`src/rtl/axi_lite_xbar.sv`:
```
// AXI4-Lite 1-master to 2-slave crossbar: M1 serves the CLINT window, M0 everything else.
// Independent read and write FSMs, one outstanding transaction each.
module axi_lite_xbar #(
  parameter int                ADDR_W     = 32,
  parameter int                DATA_W     = 32,
  parameter logic [ADDR_W-1:0] CLINT_BASE = 32'ha000_0048,
  parameter int                CLINT_SIZE = 8
) (
  input  logic                ACLK,
  input  logic                ARESET,
  // upstream master
  input  logic [ADDR_W-1:0]   S_AXI_ARADDR,
  input  logic                S_AXI_ARVALID,
  output logic                S_AXI_ARREADY,
  output logic [DATA_W-1:0]   S_AXI_RDATA,
  output logic [1:0]          S_AXI_RRESP,
  output logic                S_AXI_RVALID,
  input  logic                S_AXI_RREADY,
  input  logic [ADDR_W-1:0]   S_AXI_AWADDR,
  input  logic                S_AXI_AWVALID,
  output logic                S_AXI_AWREADY,
  input  logic [DATA_W-1:0]   S_AXI_WDATA,
  input  logic [DATA_W/8-1:0] S_AXI_WSTRB,
  input  logic                S_AXI_WVALID,
  output logic                S_AXI_WREADY,
  output logic [1:0]          S_AXI_BRESP,
  output logic                S_AXI_BVALID,
  input  logic                S_AXI_BREADY,
  // memory slave
  output logic [ADDR_W-1:0]   M0_AXI_ARADDR,
  output logic                M0_AXI_ARVALID,
  input  logic                M0_AXI_ARREADY,
  input  logic [DATA_W-1:0]   M0_AXI_RDATA,
  input  logic [1:0]          M0_AXI_RRESP,
  input  logic                M0_AXI_RVALID,
  output logic                M0_AXI_RREADY,
  output logic [ADDR_W-1:0]   M0_AXI_AWADDR,
  output logic                M0_AXI_AWVALID,
  input  logic                M0_AXI_AWREADY,
  output logic [DATA_W-1:0]   M0_AXI_WDATA,
  output logic [DATA_W/8-1:0] M0_AXI_WSTRB,
  output logic                M0_AXI_WVALID,
  input  logic                M0_AXI_WREADY,
  input  logic [1:0]          M0_AXI_BRESP,
  input  logic                M0_AXI_BVALID,
  output logic                M0_AXI_BREADY,
  // CLINT slave
  output logic [ADDR_W-1:0]   M1_AXI_ARADDR,
  output logic                M1_AXI_ARVALID,
  input  logic                M1_AXI_ARREADY,
  input  logic [DATA_W-1:0]   M1_AXI_RDATA,
  input  logic [1:0]          M1_AXI_RRESP,
  input  logic                M1_AXI_RVALID,
  output logic                M1_AXI_RREADY,
  output logic [ADDR_W-1:0]   M1_AXI_AWADDR,
  output logic                M1_AXI_AWVALID,
  input  logic                M1_AXI_AWREADY,
  output logic [DATA_W-1:0]   M1_AXI_WDATA,
  output logic [DATA_W/8-1:0] M1_AXI_WSTRB,
  output logic                M1_AXI_WVALID,
  input  logic                M1_AXI_WREADY,
  input  logic [1:0]          M1_AXI_BRESP,
  input  logic                M1_AXI_BVALID,
  output logic                M1_AXI_BREADY
);

  // One extra bit so a window ending at the top of the address space cannot wrap.
  localparam logic [ADDR_W:0] CLINT_END = {1'b0, CLINT_BASE} + (ADDR_W+1)'(CLINT_SIZE);

  function automatic logic is_clint(input logic [ADDR_W-1:0] a);
    return (a >= CLINT_BASE) && ({1'b0, a} < CLINT_END);
  endfunction

  typedef enum logic [1:0] {R_IDLE, R_ADDR, R_DATA} rstate_t;
  typedef enum logic [1:0] {W_IDLE, W_REQ, W_RESP} wstate_t;

  rstate_t             rstate_q;
  logic [ADDR_W-1:0]   raddr_q;
  logic                rsel_q;

  wstate_t             wstate_q;
  logic [ADDR_W-1:0]   waddr_q;
  logic [DATA_W-1:0]   wdata_q;
  logic [DATA_W/8-1:0] wstrb_q;
  logic                wsel_q;
  logic                aw_done_q, w_done_q;
  logic                aw_done_d, w_done_d;

  logic m_arready, m_rvalid, m_awready, m_wready, m_bvalid;
  logic aw_accept;

  assign m_arready = rsel_q ? M1_AXI_ARREADY : M0_AXI_ARREADY;
  assign m_rvalid  = rsel_q ? M1_AXI_RVALID  : M0_AXI_RVALID;
  assign m_awready = wsel_q ? M1_AXI_AWREADY : M0_AXI_AWREADY;
  assign m_wready  = wsel_q ? M1_AXI_WREADY  : M0_AXI_WREADY;
  assign m_bvalid  = wsel_q ? M1_AXI_BVALID  : M0_AXI_BVALID;

  assign aw_done_d = aw_done_q | m_awready;
  assign w_done_d  = w_done_q  | m_wready;

  always_ff @(posedge ACLK or posedge ARESET) begin
    if (ARESET) begin
      rstate_q <= R_IDLE;
      raddr_q  <= '0;
      rsel_q   <= 1'b0;
    end else begin
      case (rstate_q)
        R_IDLE: if (S_AXI_ARVALID) begin
          raddr_q  <= S_AXI_ARADDR;
          rsel_q   <= is_clint(S_AXI_ARADDR);
          rstate_q <= R_ADDR;
        end
        R_ADDR: if (m_arready) rstate_q <= R_DATA;
        R_DATA: if (m_rvalid && S_AXI_RREADY) rstate_q <= R_IDLE;
        default: rstate_q <= R_IDLE;
      endcase
    end
  end

  always_ff @(posedge ACLK or posedge ARESET) begin
    if (ARESET) begin
      wstate_q  <= W_IDLE;
      waddr_q   <= '0;
      wdata_q   <= '0;
      wstrb_q   <= '0;
      wsel_q    <= 1'b0;
      aw_done_q <= 1'b0;
      w_done_q  <= 1'b0;
    end else begin
      case (wstate_q)
        W_IDLE: if (S_AXI_AWVALID && S_AXI_WVALID) begin
          waddr_q   <= S_AXI_AWADDR;
          wdata_q   <= S_AXI_WDATA;
          wstrb_q   <= S_AXI_WSTRB;
          wsel_q    <= is_clint(S_AXI_AWADDR);
          aw_done_q <= 1'b0;
          w_done_q  <= 1'b0;
          wstate_q  <= W_REQ;
        end
        W_REQ: begin
          if (aw_done_d && w_done_d) begin
            aw_done_q <= 1'b0;
            w_done_q  <= 1'b0;
            wstate_q  <= W_RESP;
          end else begin
            aw_done_q <= aw_done_d;
            w_done_q  <= w_done_d;
          end
        end
        W_RESP: if (m_bvalid && S_AXI_BREADY) wstate_q <= W_IDLE;
        default: wstate_q <= W_IDLE;
      endcase
    end
  end

  // Ready is masked by reset so nothing is accepted while the block is held.
  assign S_AXI_ARREADY = !ARESET && (rstate_q == R_IDLE);
  assign aw_accept     = !ARESET && (wstate_q == W_IDLE) && S_AXI_AWVALID && S_AXI_WVALID;
  assign S_AXI_AWREADY = aw_accept;
  assign S_AXI_WREADY  = aw_accept;

  assign S_AXI_RDATA  = rsel_q ? M1_AXI_RDATA : M0_AXI_RDATA;
  assign S_AXI_RRESP  = rsel_q ? M1_AXI_RRESP : M0_AXI_RRESP;
  assign S_AXI_RVALID = (rstate_q == R_DATA) && m_rvalid;
  assign S_AXI_BRESP  = wsel_q ? M1_AXI_BRESP : M0_AXI_BRESP;
  assign S_AXI_BVALID = (wstate_q == W_RESP) && m_bvalid;

  assign M0_AXI_ARADDR  = raddr_q;
  assign M1_AXI_ARADDR  = raddr_q;
  assign M0_AXI_ARVALID = (rstate_q == R_ADDR) && !rsel_q;
  assign M1_AXI_ARVALID = (rstate_q == R_ADDR) &&  rsel_q;
  assign M0_AXI_RREADY  = (rstate_q == R_DATA) && !rsel_q && S_AXI_RREADY;
  assign M1_AXI_RREADY  = (rstate_q == R_DATA) &&  rsel_q && S_AXI_RREADY;

  assign M0_AXI_AWADDR  = waddr_q;
  assign M1_AXI_AWADDR  = waddr_q;
  assign M0_AXI_WDATA   = wdata_q;
  assign M1_AXI_WDATA   = wdata_q;
  assign M0_AXI_WSTRB   = wstrb_q;
  assign M1_AXI_WSTRB   = wstrb_q;
  assign M0_AXI_AWVALID = (wstate_q == W_REQ) && !wsel_q && !aw_done_q;
  assign M1_AXI_AWVALID = (wstate_q == W_REQ) &&  wsel_q && !aw_done_q;
  assign M0_AXI_WVALID  = (wstate_q == W_REQ) && !wsel_q && !w_done_q;
  assign M1_AXI_WVALID  = (wstate_q == W_REQ) &&  wsel_q && !w_done_q;
  assign M0_AXI_BREADY  = (wstate_q == W_RESP) && !wsel_q && S_AXI_BREADY;
  assign M1_AXI_BREADY  = (wstate_q == W_RESP) &&  wsel_q && S_AXI_BREADY;

endmodule

```
`config.mk`:
```
export PLATFORM = sky130hd
export DESIGN_NAME = axi_lite_xbar
export DESIGN_NICKNAME = d
export VERILOG_FILES = /design/src/rtl/axi_lite_xbar.sv
export SDC_FILE = /design/constraint.sdc
export NUM_CORES = 1
export LEC_CHECK = 0
export CAP_MARGIN = 40
export CORE_AREA = 2 2 171 173
export CTS_CLUSTER_SIZE = 16
export DETAILED_ROUTE_END_ITERATION = 6
export DIE_AREA = 0 0 173 175
export PLACE_DENSITY_LB_ADDON = 0.05
export SETUP_SLACK_MARGIN = 0.4
export SYNTH_ARGS = -nofsm -noshare
export SYNTH_HDL_FRONTEND = slang
export SYNTH_SLANG_ARGS = --single-unit
```
`constraint.sdc`:
```
create_clock -name ACLK -period 5.5 [get_ports ACLK]
set_input_delay 1.1 -clock ACLK [delete_from_list [all_inputs] [get_ports ACLK]]
set_output_delay 1.1 -clock ACLK [all_outputs]
set_load 0.005 [all_outputs]
```
**Word level (Yosys, flattened, before mapping)**

Index checks and enable logic that the tools add are counted.

- Register bits: 108

- Order comparisons: 4
- Equality and inequality tests: 10
- Muxes and demuxes: 21
- Bitwise logic cells: 2
- Reductions and logical operators: 41

Operators with widths:

| cell | count |
|---|---|
| $ge 32x32->1 const B | 2 |
| $lt 32x32->1 const B | 2 |
| $mux 32 | 1 |
| $logic_and 1x1->1 | 28 |
| $mux 2 | 8 |
| $ne 2x2->1 const B | 6 |
| $pmux 2 s3 | 2 |
| $mux 1 | 8 |
| $reduce_and 2->1 | 3 |
| $reduce_and 3->1 | 2 |
| $logic_not 1->1 | 5 |
| $eq 2x1->1 const B | 2 |
| $eq 2x2->1 const B | 2 |
| $logic_not 2->1 | 2 |
| $pmux 1 s2 | 2 |
| $or 1x1->1 | 2 |
| $reduce_bool 2->1 | 1 |

**Logic depth before layout (Yosys ltp)**

- Word-level depth: 5
- Gate-level depth with buffers: 5
- Depth with buffers taken out: 3

**Worst setup path after synthesis**

OpenSTA, ideal clock, no wires.

- Path type: in2out
- From: input port S_AXI_WVALID
- To: output port S_AXI_WREADY
- Data arrival time: 1795 ps
- Data required time: 4400 ps
- Slack: 2605 ps
- Stages: 5
- Path buffers: 3
- Cell sequence: nand4bb_1 > buf_4 > buf_6 > nor2_1 > buf_4

- Word-level cells in the longest chain between the ends: 1

RTL lines:

| what | line | text |
|---|---|---|
| start, declared | 24 | `input logic S_AXI_WVALID,` |
| $logic_and 1x1->1 | 158 | `assign aw_accept = !ARESET && (wstate_q == W_IDLE) && S_AXI_AWVALID && S_AXI_WVALID;` |
| end, declared | 25 | `output logic S_AXI_WREADY,` |

Every way passes these cells.

**Worst setup path after layout**

- From: register rsel_q
- To: output port S_AXI_RDATA[1]

- Word-level cells in the longest chain between the ends: 1

RTL lines:

| what | line | text |
|---|---|---|
| start, declared | 79 | `logic rsel_q;` |
| start signal, assigned | 110 | `rsel_q <= is_clint(S_AXI_ARADDR);` |
| $mux 32 | 162 | `assign S_AXI_RDATA = rsel_q ? M1_AXI_RDATA : M0_AXI_RDATA;` |
| end, declared | 15 | `output logic [DATA_W-1:0] S_AXI_RDATA,` |

Every way passes these cells.

==> Flow_metrics.wiki <==
{| class="wikitable"
! Metric !! Value
|-
| Max Fclk || 277 MHz
|-
| Maximum resistive drop on vdd || 0.000225 V
|-
| Sequential share of the synthesized area || 0.482
|-
| Main combinational cell family by area after synthesis || multiplexers
|-
| Multiplexer area fraction after synthesis || 0.281
|-
| Static leakage power || 0.00389 uW
|-
| Critical Path Slowest Stage Cell || dfrtp_1
|-
| Worst slew slack as a fraction of its limit || 0.504
|-
| Power density cells || 467 mW/mm^2
|-
| Global route total overflow || 0
|-
| DRC Markers || 0
|-
| Post-layout minimum cycle time || 3.61 ns
|-
| Setup repair after global routing missed its margin || false
|-
| Final wirelength || 22.2 mm
|-
| I/O Pins || 440
|-
| Synthesized netlist net count || 623
|-
| # rows || 62
|-
| Cell count after synthesis || 434
|-
| Fraction of final layout cells with drive strength greater than 1 || 0.211
|-
| Buffer type at the clock tree root || clkbuf_16
|-
| Endpoint, Worst Hold || M0_AXI_WDATA[9]
|-
| # nets final || 962
|-
| Num CTS Buffers || 9
|-
| Starting Density || 0.197
|-
| Count of final max-slew check failures || 0
|-
| Post-detail-place hpwl || 18.3 mm
|-
| Status || completed
|-
| Cts repair resizes || 0
|-
| Total count of hold-check failures in the final report || 0
|-
| Avg Inst Size Synth || 12.9 um^2
|-
| Number of global-route vias before repair || 5013
|-
| Post-layout power || 4650 uW
|-
| RD Place Congestion || 0.851
|-
| Worst setup EP type || primary output
|-
| Worst path buffer plus inverter count || 3
|-
| Number of DRC violations after detailed-routing iteration 0 || 110
|-
| Antenna violations before repair || 2
|-
| Yosys warns || 0
|-
| Number of I/O port buffers || 439
|-
| Clock latency at the later pin of the worst-skew pair || 0.35 ns
|-
| Class of the tightest hold or removal check || reg -> reg
|-
| Hold Crit Start || M0_AXI_WDATA[9]
|-
| Overall routing resource usage || 0.142
|-
| Floorplan Core Area || 0.0284 mm^2
|-
| R2R depth || 4
|-
| Total vias in the final route || 4615
|-
| Longest Clk Path Bufs || 2
|-
| Leading cell types in the layout, fill and taps excluded || 439 x clkdlybuf4s50_1, 137 x mux2_2, 108 x dfrtp_1, 10 x nor3_1
|-
| Largest fanout of any net on the critical path || 18
|-
| TritonCTS sink count || 108
|-
| Flip-flop cell with the highest count after synthesis || dfrtp_1
|-
| Fraction of registers with async set or reset after synthesis || 1.00
|-
| Post-CTS clock slew at the launch and capture registers of the worst setup and hold paths || 0.08 ns
|-
| Final Skew || 0.0126 ns
|-
| Die span in y || 175 um
|-
| Cell class contributing the biggest share of worst-path delay || buffers and inverters
|-
| Worst slew pin tran || 0.745 ns
|-
| Mean routed wirelength per cell || 19.1 um
|-
| CTS tree || done
|-
| H-tree levels || 3
|-
| Crit path cell chain || buf_8, buf_4, mux2_2, clkdlybuf4s50_1
|-
| Util after Layout || 0.351
|-
| Crit start category || flip-flop
|-
| Filler cell count || 2859
|-
| Layout Area Growth over Synthesis || 77.8%
|-
| Antenna-violating nets left || 0
|-
| Simple-Gate Fraction of Synth Area || 0.0582
|-
| Wire length of the first global-routing pass || 32.2 mm
|-
| Library cells used by synthesis || 36
|-
| Die area || 0.0303 mm^2
|-
| Vias per inst || 3.97
|-
| Number of buffers added for setup after CTS || 0
|-
| Total Negative Setup Slacks || 0 ns
|-
| Slowest stage delay, CP || 0.64 ns
|-
| Synthesized cell area || 0.00561 mm^2
|-
| Compound-Gate Fraction of Synth Area || 0.0145
|-
| Pin count of the biggest net entering global routing || 62
|-
| Crit path launch || rsel_q
|-
| Number of cells on the worst hold path || 1
|-
| Register-to-register path setup slack || 3.80 ns
|-
| Arr. time, crit path || 2.51 ns
|-
| Share of the clock period used by the worst path after layout || 0.657
|-
| Crit Path Class || reg -> out
|-
| Worst Hold Margin || 0.533 ns
|-
| Hold-fix buffers, CTS || 0
|-
| Commonest non-fill, non-tap cell in the layout || clkdlybuf4s50_1
|-
| Max-capacitance violation count || 0
|-
| Synthesized-area fraction occupied by adder cells || 0
|-
| Yosys reg bits || 108
|-
| Reg2reg start || wstate_q[1]
|-
| Drt first pass iters || 4
|-
| Die X || 173 um
|-
| EDFF count, synth || 0
|-
| Data required time at the worst endpoint || 4.40 ns
|-
| Final setup fails || 0
|-
| Xor and xnor area share after synthesis || 0
|-
| R2r endpoint || M0_AXI_AWADDR[0]
|}
==> kinds of logic (layout without fill, tap and decap cells) <==
group                  Yosys count  after routing
other                            0              1
flip-flops                     108            108
AND/OR/NAND/NOR                 51             51
buffers and inverters          124            468
multiplexers                   140            140
AO/OA/AOI/OAI                   11             11
==> per-layer routing <==
layer | vias to the layer above | track usage | share of wire
li1 | 2087 | - | -
met1 | 2256 | 0.163 | 0.40
met2 | 255 | 0.254 | 0.51
met3 | 15 | 0.0448 | 0.081
met4 | 2 | 0.0395 | 0.010
met5 | - | 0 | 0.00059
==> Yosys cell counts (2+ instances only) <==
cell type	instances	area [um^2]
nor3b_1	2	15.0
nand4_1	2	12.5
buf_6	9	101
inv_1	6	22.5
nor4_1	5	31.3
dfrtp_1	108	2700
buf_4	102	766
o31ai_1	2	15.0
nor2b_1	2	12.5
and3_1	2	12.5
nor4b_1	4	35.0
nor3_1	10	50.1
o21ai_0	4	20.0
buf_2	6	30.0
nand2b_1	3	18.8
mux2i_1	3	30.0
mux2_2	137	1540
nor2_1	9	33.8
==> worst register-to-register path, cell delays in order (launching register included) <==
cell and delay, ns:
dfrtp_1 0.39, nand4bb_4 0.18, buf_4 0.25, buf_16 0.30, mux2_2 0.47
==> registers in the layout (all words and copies together) (netlist names) <==
name,count
M0_AXI_ARADDR,32
M0_AXI_AWADDR,32
wstate_q,2
M0_AXI_WDATA,32
rstate_q,2
aw_done_q,1
M0_AXI_WSTRB,4
w_done_q,1
wsel_q,1
rsel_q,1
==> through the flow <==
step	cell area, um^2	setup slack (ns)	instances
final	9970	1.89	1163
after global routing	9970	1.77	1163
after CTS	9970	1.84	1162
after detailed placement	9680	1.96	1146
after global placement	9640	1.94	1144
after floorplan	5610	1.55	434
==> report_power, final <==
| group | leakage, uW | total, uW | internal, uW | switching, uW |
|---|---|---|---|---|
| sequential | 0.00128 | 1580 | 1190 | 390 |
| combinational | 0.00247 | 2430 | 1770 | 658 |
| clock | 0.000138 | 641 | 326 | 314 |
==> worst max-delay path by stage <==
stage,to,depth (start not counted)
after detailed placement,S_AXI_RDATA[4],3
after floorplan,M0_AXI_ARADDR[0],1
after global routing,S_AXI_RDATA[1],4
final,S_AXI_RDATA[1],4
after CTS,S_AXI_RDATA[4],4
after global placement,S_AXI_RDATA[4],3
==> area by class of cell <==
cell class	count	area [um^2]	share of cell area
clock inverter	5	45.0	0.00452
sequential	108	2700	0.271
tap	384	480	0.0482
inverter	6	25.0	0.00251
antenna	1	2.50	0.000251
multi-input combinational	202	2000	0.200
clock buffer	11	243	0.0243
timing repair buffer	446	4470	0.449
Note: power is estimated with default switching activity, not from simulation.
